==> src/rtl/router_rx_deser.sv <==
// Router ingress deserializer: decodes addr/pad/payload serial frames into a byte FIFO.
// Optional ROUTER_RX_STATS_EN adds saturating packet and drop counters.
module router_rx_deser #(
   parameter int unsigned ADDR_W     = 4,
   parameter int unsigned PAD_CYCLES = 5,
   parameter int unsigned FIFO_DEPTH = 16
) (
   input  logic              clock_i,
   input  logic              reset_i,
   input  logic              din_i,
   input  logic              frame_n_i,
   input  logic              valid_n_i,
   output logic              out_valid_o,
   input  logic              out_ready_i,
   output logic [7:0]        out_data_o,
   output logic [ADDR_W-1:0] out_dest_o,
   output logic              out_last_o,
   output logic              fifo_full_o,
   output logic              pkt_err_o,
   output logic [1:0]        err_code_o
`ifdef ROUTER_RX_STATS_EN
   ,
   output logic [15:0]       pkt_cnt_o,
   output logic [15:0]       drop_cnt_o
`endif
);

   localparam int unsigned AW = $clog2(FIFO_DEPTH);
   localparam int unsigned PW = AW + 1;
   localparam int unsigned EW = ADDR_W + 9;
   localparam int unsigned CW = $clog2(ADDR_W + PAD_CYCLES + 1);

   localparam logic [1:0] ErrTrunc = 2'd1;
   localparam logic [1:0] ErrOvfl  = 2'd2;
   localparam logic [1:0] ErrFrame = 2'd3;

   typedef enum logic [2:0] {StIdle, StAddr, StPad, StData, StDrop} state_e;

   state_e            state_q, state_d;
   logic              frame_prev_q;
   logic [CW-1:0]     cnt_q, cnt_d;
   logic [2:0]        bitcnt_q, bitcnt_d;
   logic [6:0]        byte_q, byte_d;
   logic [ADDR_W-1:0] addr_q, addr_d;
   logic              err_q, err_d;
   logic [1:0]        code_q, code_d;

   logic              push;
   logic [EW-1:0]     push_entry;
   logic [EW-1:0]     mem_q [FIFO_DEPTH];
   logic [PW-1:0]     wr_q, rd_q;
   logic [EW-1:0]     head;
   logic              empty, full, pop;

   assign empty = (wr_q == rd_q);
   assign full  = (wr_q[AW] != rd_q[AW]) && (wr_q[AW-1:0] == rd_q[AW-1:0]);
   assign pop   = !empty && out_ready_i;
   assign head  = mem_q[rd_q[AW-1:0]];

   // Address and payload bits arrive LSB first, so both registers shift right.
   always_comb begin
      state_d    = state_q;
      cnt_d      = cnt_q;
      bitcnt_d   = bitcnt_q;
      byte_d     = byte_q;
      addr_d     = addr_q;
      err_d      = 1'b0;
      code_d     = code_q;
      push       = 1'b0;
      push_entry = {addr_q, frame_n_i, din_i, byte_q};

      unique case (state_q)
         StIdle: begin
            if (!frame_n_i && frame_prev_q) begin
               addr_d  = {din_i, addr_q[ADDR_W-1:1]};
               cnt_d   = CW'(1);
               state_d = StAddr;
            end
         end
         StAddr: begin
            if (frame_n_i || !valid_n_i) begin
               err_d   = 1'b1;
               code_d  = ErrFrame;
               state_d = StIdle;
            end else begin
               addr_d = {din_i, addr_q[ADDR_W-1:1]};
               if (cnt_q == CW'(ADDR_W - 1)) begin
                  cnt_d   = '0;
                  state_d = StPad;
               end else begin
                  cnt_d = cnt_q + CW'(1);
               end
            end
         end
         StPad: begin
            if (frame_n_i || !valid_n_i) begin
               err_d   = 1'b1;
               code_d  = ErrFrame;
               state_d = StIdle;
            end else if (cnt_q == CW'(PAD_CYCLES - 1)) begin
               cnt_d    = '0;
               bitcnt_d = '0;
               state_d  = StData;
            end else begin
               cnt_d = cnt_q + CW'(1);
            end
         end
         StData: begin
            if (!valid_n_i) begin
               if (bitcnt_q == 3'd7) begin
                  bitcnt_d = '0;
                  // A pop in the same cycle frees the slot, so full alone is not overflow.
                  if (full && !pop) begin
                     err_d   = 1'b1;
                     code_d  = ErrOvfl;
                     state_d = frame_n_i ? StIdle : StDrop;
                  end else begin
                     push = 1'b1;
                     if (frame_n_i) begin
                        state_d = StIdle;
                     end
                  end
               end else if (frame_n_i) begin
                  err_d   = 1'b1;
                  code_d  = ErrTrunc;
                  state_d = StIdle;
               end else begin
                  byte_d   = {din_i, byte_q[6:1]};
                  bitcnt_d = bitcnt_q + 3'd1;
               end
            end else if (frame_n_i) begin
               err_d   = 1'b1;
               code_d  = ErrTrunc;
               state_d = StIdle;
            end
         end
         StDrop: begin
            if (frame_n_i) begin
               state_d = StIdle;
            end
         end
         default: state_d = StIdle;
      endcase
   end

   always_ff @(posedge clock_i) begin
      if (reset_i) begin
         state_q      <= StIdle;
         frame_prev_q <= 1'b0;
         cnt_q        <= '0;
         bitcnt_q     <= '0;
         byte_q       <= '0;
         addr_q       <= '0;
         err_q        <= 1'b0;
         code_q       <= '0;
         wr_q         <= '0;
         rd_q         <= '0;
      end else begin
         state_q      <= state_d;
         frame_prev_q <= frame_n_i;
         cnt_q        <= cnt_d;
         bitcnt_q     <= bitcnt_d;
         byte_q       <= byte_d;
         addr_q       <= addr_d;
         err_q        <= err_d;
         code_q       <= code_d;
         if (push) begin
            wr_q <= wr_q + PW'(1);
         end
         if (pop) begin
            rd_q <= rd_q + PW'(1);
         end
      end
   end

   always_ff @(posedge clock_i) begin
      if (push) begin
         mem_q[wr_q[AW-1:0]] <= push_entry;
      end
   end

   // Storage is not reset, so the head is masked to keep outputs zero when empty.
   assign out_valid_o = !empty;
   assign out_data_o  = empty ? 8'h00 : head[7:0];
   assign out_last_o  = empty ? 1'b0 : head[8];
   assign out_dest_o  = empty ? '0 : head[EW-1:9];
   assign fifo_full_o = full;
   assign pkt_err_o   = err_q;
   assign err_code_o  = code_q;

`ifdef ROUTER_RX_STATS_EN
   logic [15:0] pkt_cnt_q, drop_cnt_q;

   always_ff @(posedge clock_i) begin
      if (reset_i) begin
         pkt_cnt_q  <= '0;
         drop_cnt_q <= '0;
      end else begin
         if (push && frame_n_i && (pkt_cnt_q != 16'hFFFF)) begin
            pkt_cnt_q <= pkt_cnt_q + 16'd1;
         end
         if (err_d && (drop_cnt_q != 16'hFFFF)) begin
            drop_cnt_q <= drop_cnt_q + 16'd1;
         end
      end
   end

   assign pkt_cnt_o  = pkt_cnt_q;
   assign drop_cnt_o = drop_cnt_q;
`endif

endmodule

==> config.mk <==
export PLATFORM = sky130hd
export DESIGN_NAME = router_rx_deser
export DESIGN_NICKNAME = d
export VERILOG_FILES = /design/src/rtl/router_rx_deser.sv
export SDC_FILE = /design/constraint.sdc
export NUM_CORES = 1
export LEC_CHECK = 0
export CAP_MARGIN = 15
export CORE_MARGIN = 5
export CORE_UTILIZATION = 25
export CTS_CLUSTER_SIZE = 40
export DETAILED_ROUTE_END_ITERATION = 7
export PLACE_DENSITY = 0.49
export SLEW_MARGIN = 25
export SYNTH_ARGS = -nofsm -noshare
export SYNTH_HDL_FRONTEND = slang
export SYNTH_SLANG_ARGS = --single-unit
==> constraint.sdc <==
create_clock -name clock_i -period 2.8 [get_ports clock_i]
set_clock_uncertainty 0.05 [all_clocks]
set_input_delay 0.56 -clock clock_i [delete_from_list [all_inputs] [get_ports clock_i]]
set_output_delay 0.56 -clock clock_i [all_outputs]
set_load 0.02 [all_outputs]
# Word-level counts from Yosys, hierarchy flattened

Memory sizes are Yosys's and may differ from the RTL's. A register that Yosys moved wholly into a read port is not among the register bits.
Cells that the tools add are included.

Flip-flop bits (word level): 35
Latch bits: 0
RAM bits: 208
Bits in read-only memories: 0
Input port bits: 6
Output and inout bits: 18
Word-level logic and storage cells: 108
Memories: 1

Memory list:

| name  | words | width | rd ports | clocked after Yosys merged registers in | wr ports | RTL line | source |
|---|---|---|---|---|---|---|---|
| mem_q | 16    | 13    | 1        | 1                                       | 1        | 50       | `logic [EW-1:0] mem_q [FIFO_DEPTH];` |

Add/subtract/negate cells: 4
Multiply operators: 0
Div/mod/pow operators: 0
Order comparisons: 0
Equality and inequality tests: 20
Shifts and indexed selects: 0
Muxes and demuxes: 49
Bitwise gates (word level): 3
Reductions and logical operators: 21

Operators by type and width:

| kind                  | number |
|---|---|
| $mux W3               | 15 |
| $mux W4               | 10 |
| $pmux W3 S5           | 1 |
| $mux W1               | 12 |
| $pmux W4 S3           | 1 |
| $add A5 B1 Y5 const B | 2 |
| $mux W2               | 5 |
| $ne A2 B2 Y1 const B  | 5 |
| $ne A3 B3 Y1 const B  | 3 |
| $reduce_and A3 Y1     | 3 |
| $mux W8               | 1 |
| $pmux W4 S2           | 1 |
| $reduce_and A4 Y1     | 2 |
| $eq A3 B2 Y1 const B  | 2 |
| $eq A3 B3 Y1 const B  | 2 |
| $pmux W3 S2           | 1 |
| $reduce_bool A2 Y1    | 3 |
| $eq A5 B5 Y1          | 1 |
| $reduce_and A5 Y1     | 1 |
| $add A4 B1 Y4 const B | 1 |
| $eq A4 B2 Y1 const B  | 1 |
| $eq A4 B3 Y1 const B  | 1 |
| $eq A4 B4 Y1          | 1 |
| $logic_and A1 B1 Y1   | 4 |
| 13 further kinds      | 18 |

# Longest topological paths before layout

Gate-level depths: netlist of run 1.

Depth after elaboration: 11
Mapped depth: 8
Gate-level depth less buffers: 7

# Least setup slack after synthesis of run 1

OpenSTA, ideal clock, no wires.

Path kind: reg2reg
From: register bitcnt_q[0]
To: memory mem_q[3][0] (netlist bit) (enable)
Setup time: 0.400 ns
Data arrival time: 2.204 ns
Data required time: 2.350 ns
Path slack: 0.147 ns
Stages on the path, launching flop included: 7
Path through: dfxtp_1 > ha_1 > ha_1 > nand3_1 > a21oi_2 > nand2_1 > nor3_1

Cells in the longest elaborated chain, start to end: 6

RTL lines:

| element                       | RTL line | source |
|---|---|---|
| from (decl)                   | 42       | `logic [2:0] bitcnt_q, bitcnt_d;` |
| from (signal assigned)        | 162      | `bitcnt_q <= bitcnt_d;` |
| $eq A3 B3 Y1                  | 110      | `if (bitcnt_q == 3'd7) begin` |
| $mux W1                       | 110      |  |
| $mux W1                       | 109      | `if (!valid_n_i) begin` |
| $mux W1                       | 72       | `unique case (state_q)` |
| $mux W1                       | 177      | `if (push) begin` |
| $mux W1 (implied by the code) | 178      | `mem_q[wr_q[AW-1:0]] <= push_entry;` |
| to (decl)                     | 50       |  |

Every way passes these cells.

==> impl_metrics.env, run 1 <==
export IMPL_status="complete, but fails checks"
export IMPL_violations="setup timing"
export IMPL_grt_max_degree=41
export IMPL_rsz0062_at_grt="true"
export IMPL_antenna_found_initial=0
export IMPL_gr_total_overflow=0
export IMPL_setup_violations=4
export IMPL_ys_flop_type="edfxtp_1"
export IMPL_synth_compound_area_share_pct=5.34
export IMPL_critPathLaunchType="register"
export IMPL_grt_pass1_wl_mm=35.1
export IMPL_fin_nets=647
export IMPL_cts_root_buf="clkbuf_16"
export IMPL_path_class="reg -> out"
export IMPL_syn_area_sq_um=9830
export IMPL_die_width_um=208
export IMPL_hpwl_mm=14.3
export IMPL_crit_cells=7
export IMPL_num_antenna_cells=0
export IMPL_syn_avg_cell_area_sq_um=17.6
export IMPL_initial_core_util_pct=25.3
export IMPL_vias=5330
export IMPL_crit_top_cell="buf_12"
export IMPL_syn_to_final_growth_pct=25.8
export IMPL_rr_worst_depth=6
export IMPL_cts_tree="built"
export IMPL_rows=72
export IMPL_cts_sinks=247
export IMPL_min_path_type="reg -> reg"
export IMPL_synth_edf_count=208
export IMPL_worstSetupEndpointType="output pin"
export IMPL_cpPeakStageDelay_ps=510
export IMPL_grt_usage_pct=10.5
export IMPL_p_leak_nw=4.15
export IMPL_synth_xor_area_share_pct=1.16
export IMPL_hold_ws_ps=422
export IMPL_multiInputGateArea_sq_um=2830
export IMPL_synth_top_area_share_pct=63.5
export IMPL_cp_arrival_ps=2200
export IMPL_internal_power_mw=5.86
export IMPL_clk_path_buf_depth=3
export IMPL_fin_area_sq_um=12400
export IMPL_placed_area_sq_um=11200
export IMPL_gp_congestion=0.754
export IMPL_syn_num_nets=573
export IMPL_r2r_start="state_q[0]"
export IMPL_max_clock_freq_mhz=355
export IMPL_p_per_area_nw_per_um2=589
export IMPL_final_max_slew_violation_count=0
export IMPL_final_cells=1169
export IMPL_finalWorstSetupSlack_ps=-14.8
export IMPL_grt_pass1_vias=5554
export IMPL_hp_start="bitcnt_q[1]"
export IMPL_die_area_sq_um=43400
export IMPL_worst_ep_required_time_ps=2190
export IMPL_vdd_drop_max_mv=0.389
export IMPL_drc_errors=0
export IMPL_wl_per_cell_um=20.0
export IMPL_io_pins=24
export IMPL_hold_viol_final=0
export IMPL_synth_top_area_cell="edfxtp_1"
export IMPL_period_minus_slack_ps=2810
export IMPL_seqPwrFrac_pct=54.3
export IMPL_final_core_util_pct=31.9
export IMPL_synthArstFlopShare_pct=0
export IMPL_path_delay_family="multiplexers"
export IMPL_vias_per_cell=4.56
export IMPL_clk_pin_slew_worst_paths_ps=60
export IMPL_htree_levels=1
export IMPL_yosysUniqueCellTypes=55
export IMPL_synthAdderAreaFrac_pct=1.15
export IMPL_path_max_fanout=5
export IMPL_numCtsBuffers=26
export IMPL_pwr_share_comb_pct=1.2
export IMPL_fill_cells=3734
export IMPL_seq_area_frac_synth_pct=71.5
export IMPL_port_buffers=23
export IMPL_drt_total_wl_mm=23.4
export IMPL_fin_crit_sh_pct=101
export IMPL_synth_top_family_by_area="multiplexers"
export IMPL_ys_ff_latch=247
export IMPL_rrSetupSlack_ps=560
export IMPL_regArea_sq_um=7030
export IMPL_min_to="bitcnt_q[1]"
export IMPL_netSwitchingFraction_pct=19.7
export IMPL_drive_gt1_share_pct=31.6
export IMPL_clk_latency_ps=520
export IMPL_ys_warn_count=0
export IMPL_fin_tns_setup_ps=-25.8
export IMPL_cp_buffers_inverters=4
export IMPL_holdPathStages=2
export IMPL_initialDrtViolationCount=291
export IMPL_tightest_slew_ps=655
export IMPL_die_y_um=208
export IMPL_dr_pass1_iters=4
export IMPL_core_area_sq_um=38800
export IMPL_pwr_share_clk_pct=44.5
export IMPL_synth_cells=558
export IMPL_critPathSlowestCell="mux4_2"
export IMPL_yosys_area_share_simple_pct=5.79
export IMPL_synthMuxAreaShare_pct=13.4
export IMPL_ant_nets=0
export IMPL_power_switching_mw=1.43
export IMPL_postCtsHoldBufs=0
export IMPL_timing_rr_end="mem_q[9][11]"
export IMPL_place_inst=1114
export IMPL_maxCapViolations=0
export IMPL_slew_headroom_pct=56.2
export IMPL_synth_area_top_cells="edfxtp_1 64%, mux4_2 12%, dfxtp_1 7.9%, a22oi_1 2.1%, nor2_1 1.5%"
export IMPL_crit_chain="buf_12 > buf_12 > buf_16 > mux4_2 > a22oi_2 > a21oi_2 > buf_6"
[metal layers]
layer	up-vias	GRT usage, %	share of wire [%]
met2	152	15.9	45
met3	32	1.75	7.1
met4	0	1.90	1.8
met5	-	0	0
li1	2386	-	-
met1	2760	16.1	46
[worst max path at each step]
stage | from | endpoint
6_report | register | out_data_o[4]
5_1_grt | register | out_dest_o[0]
4_1_cts | register | out_data_o[1]
3_5_place_dp | register | out_data_o[6]
3_3_place_gp | register | out_data_o[6]
2_1_floorplan | bitcnt_q[0] | mem_q[3][0]
[Yosys cell counts (all sizes together), types with 4 or more instances]
cell      n
edfxtp  208
mux4     52
dfxtp    39
nor2     38
a22oi    28
a21oi    22
clkbuf   18
and3     17
mux2i    14
nand2    13
buf      12
ha        9
xnor2     9
inv       8
nor2b     8
nor3b     6
o21ai     6
nand2b    5
xor2      4
[worst register-to-register path, cell delays in order (launching register included)]
cell and delay [ps]:
dfxtp_1 640, and3b_1 260, nand3_1 150, a21oi_2 180
buf_4 190, and3_1 240, buf_4 240
[stage by stage]
step,worst slack [ps],total power [mW]
2_1_floorplan,147,4.09
3_3_place_gp,94.3,4.12
3_5_place_dp,98.2,4.13
4_1_cts,-78.8,7.37
5_1_grt,-111,7.53
6_report,-14.8,7.29
[power by group through the flow]
stage                     registers (mW)  logic, mW  clock network, mW
final                               3.96     0.0901               3.24
after global routing                3.96      0.100               3.47
after CTS                           3.96     0.0914               3.33
after detailed placement            4.04     0.0905                  0
after global placement              4.04     0.0879                  0
after floorplan                     4.03     0.0520                  0
[kinds of logic (layout without fill, tap and decap cells)]
kind of cell	count (synthesis)	in the layout
DFF	247	247
and+or+nand+nor	107	107
AOI/OAI and AO/OA	77	77
muxes	67	67
buffers and inverters	38	131
xor gates and xnor gates	13	13
adders and majority gates	9	9
[sequential cells by signal, summed over array words and instances (netlist names), named ones only]
name and cells:
err_code_o 2, wr_q 5, addr_q 4, pkt_err_o 1
frame_prev_q 1, byte_q 7, mem_q 208, rd_q 5
state_q 3, bitcnt_q 3, cnt_q 4
[placed cells by master (no fill, tap or decap), types with 5 or more instances in the layout]
cell type        count
mux4_2              52
dfxtp_1             37
xnor2_1              9
nor2b_1              8
nand2b_1             5
and3_1              17
edfxtp_1           208
buf_4               25
buf_6               10
o21ai_0              5
a21oi_2             13
nand2_1             13
a22oi_2             26
a21oi_1              9
buf_12              25
ha_1                 9
nor3b_1              6
clkinv_2             5
clkbuf_1             6
clkbuf_16           26
mux2i_1             14
clkdlybuf4s50_1      8
inv_1                8
nor2_1              38
[cell type report]
type	count	share of cell area (%)
sequential	247	56.8
multi-input combinational	273	22.9
timing repair buffer	76	8.28
clock buffer	35	5.77
tap	518	5.24
clock inverter	12	0.758
inverter	8	0.243
[timing repair]
item | CTS | global route
endpoints found under the setup margin | 15 | 14
pin swaps | 18 | 6
resized for setup | 102 | 23
buffers inserted | 6 | 0
gates cloned | 4 | 0
Note: power is estimated with default switching activity, not from simulation.
==> inputs of run 2 (changes only) <==
CORE_UTILIZATION = 30   (was 25)
PLACE_DENSITY = 0.55   (was 0.49)
==> impl_metrics.env, run 2 (same netlist as run 1, synthesis figures left out) <==
export IMPL_die_width_um=191
export IMPL_layout_commonest_cell="edfxtp_1"
export IMPL_hp_start="bitcnt_q[1]"
export IMPL_p_leak_nw=4.12
export IMPL_layout_common_cells="208 x edfxtp_1, 52 x mux4_2, 38 x nor2_1"
export IMPL_htree_levels=1
export IMPL_num_antenna_cells=0
export IMPL_grt_pass1_wl_mm=33.9
export IMPL_violations="setup timing"
export IMPL_cpPeakStageDelay_ps=510
export IMPL_vdd_drop_max_mv=0.373
export IMPL_final_max_slew_violation_count=0
export IMPL_critPathSlowestCell="mux4_2"
export IMPL_wl_per_cell_um=20.3
export IMPL_drive_gt1_share_pct=31.0
export IMPL_gr_total_overflow=0
export IMPL_cp_arrival_ps=2230
export IMPL_min_path_type="reg -> reg"
export IMPL_io_pins=24
export IMPL_core_area_sq_um=32500
export IMPL_status="complete, but fails checks"
export IMPL_hold_viol_final=0
export IMPL_drc_errors=0
export IMPL_fin_area_sq_um=12200
export IMPL_fin_nets=649
export IMPL_place_inst=1038
export IMPL_cp_buffers_inverters=2
export IMPL_max_clock_freq_mhz=352
export IMPL_antenna_found_initial=0
export IMPL_grt_usage_pct=12.1
export IMPL_placed_area_sq_um=11100
export IMPL_rsz0062_at_grt="true"
export IMPL_initialDrtViolationCount=368
export IMPL_final_cells=1094
export IMPL_worstSetupEndpointType="output pin"
export IMPL_path_max_fanout=7
export IMPL_slew_headroom_pct=51.4
export IMPL_cts_sinks=247
export IMPL_path_delay_family="multiplexers"
export IMPL_critPathLaunchType="register"
export IMPL_fill_cells=2963
export IMPL_port_buffers=23
export IMPL_place_ws_ps=-0.320
export IMPL_period_minus_slack_ps=2840
export IMPL_fin_crit_sh_pct=101
export IMPL_vias_per_cell=4.90
export IMPL_die_area_sq_um=36500
export IMPL_grt_max_degree=35
export IMPL_dr_pass1_iters=4
export IMPL_cts_root_buf="clkbuf_16"
export IMPL_cts_tree="built"
export IMPL_hpwl_mm=13.8
export IMPL_tightest_slew_ps=726
export IMPL_maxCapViolations=0
export IMPL_grt_pass1_vias=5553
export IMPL_crit_chain="buf_4 > mux4_2 > a22oi_2 > a21oi_2 > clkdlybuf4s15_2"
export IMPL_worst_ep_required_time_ps=2190
export IMPL_path_class="reg -> out"
export IMPL_clk_path_buf_depth=3
export IMPL_p_per_area_nw_per_um2=589
export IMPL_finalWorstSetupSlack_ps=-37.0
export IMPL_die_y_um=191
export IMPL_gp_congestion=0.788
export IMPL_clk_pin_slew_worst_paths_ps=60
export IMPL_postCtsHoldBufs=0
export IMPL_setup_violations=4
export IMPL_initial_core_util_pct=30.3
export IMPL_r2r_start="cnt_q[0]"
export IMPL_largest_register_ffs=208
export IMPL_numCtsBuffers=25
export IMPL_rows=66
export IMPL_fin_total_pwr_mw=7.16
export IMPL_syn_to_final_growth_pct=23.7
export IMPL_vias=5358
export IMPL_drt_total_wl_mm=22.3
export IMPL_ant_nets=0
export IMPL_clk_latency_ps=510
run 2: cell count changes in the layout (fill, tap and decap cells not counted), moves of 2 or more:
| cell | before | now |
|---|---|---|
| buf_4 | 25 | 27 |
| buf_12 | 25 | 20 |
| a22oi_2 | 26 | 24 |
| buf_2 | 1 | 4 |
| a22oi_1 | 2 | 4 |
| buf_6 | 10 | 14 |
run 2: area by class of cell:
class	instances	area, sq um	area share (%)
Tap cell	442	553	4.55
Inverter	8	30.0	0.247
Clock buffer	34	679	5.58
Clock inverter	11	81.3	0.669
Multi-Input combinational cell	273	2820	23.2
Timing Repair Buffer	79	972	7.99
Sequential cell	247	7030	57.8
run 2: power by group:
group          internal (mW)  switching [mW]  leakage [nW]  total, mW
sequential              3.95          0.0130          2.40       3.96
combinational         0.0357          0.0544          1.34     0.0900
clock                   1.79            1.33         0.371       3.11
run 2: final timing paths:
| path | end | slack, ps | depth (start not counted) |
|---|---|---|---|
| worst min register to register | bitcnt_q[1] | 440 | 2 |
| worst min-delay path | bitcnt_q[1] | 440 | 2 |
| worst max-delay path | out_dest_o[1] | -40 | 5 |
| worst max register to register | state_q[0] | 570 | 6 |
run 2: layer usage:
layer  up-vias  global-route usage (%)  wire length [um]
met3        34                    1.99              1280
met4         0                    2.18               378
li1       2388                       -                 -
met2       145                    19.5             10600
met1      2791                    17.5             10000
met5         -                       0                 0
run 2: stage by stage:
| step | TNS (ps) | utilization, % | hold slack (ps) |
|---|---|---|---|
| finish | -73.3 | 37.5 | 436 |
| global placement | 0 | 34.2 | 394 |
| CTS | -1100 | 37.2 | 432 |
| detailed placement | -0.320 | 34.2 | 426 |
| floorplan | 0 | - | 386 |
| global route | -968 | 37.5 | 455 |
run 2: worst reg2reg max path: stages (launching register included):
cell	delay, ps
dfxtp_1	400
ha_1	200
or3b_2	470
a22oi_1	410
nand2b_1	250
o311ai_0	160
a22oi_1	200
run 2: what timing repair did:
item / in CTS / in global routing
endpoints found under the hold margin: 0 / 0
buffers inserted: 5 / 3
pin swaps: 6 / 15
gates resized for setup: 77 / 39
endpoints found under the setup margin: 15 / 14
gates cloned: 4 / 0
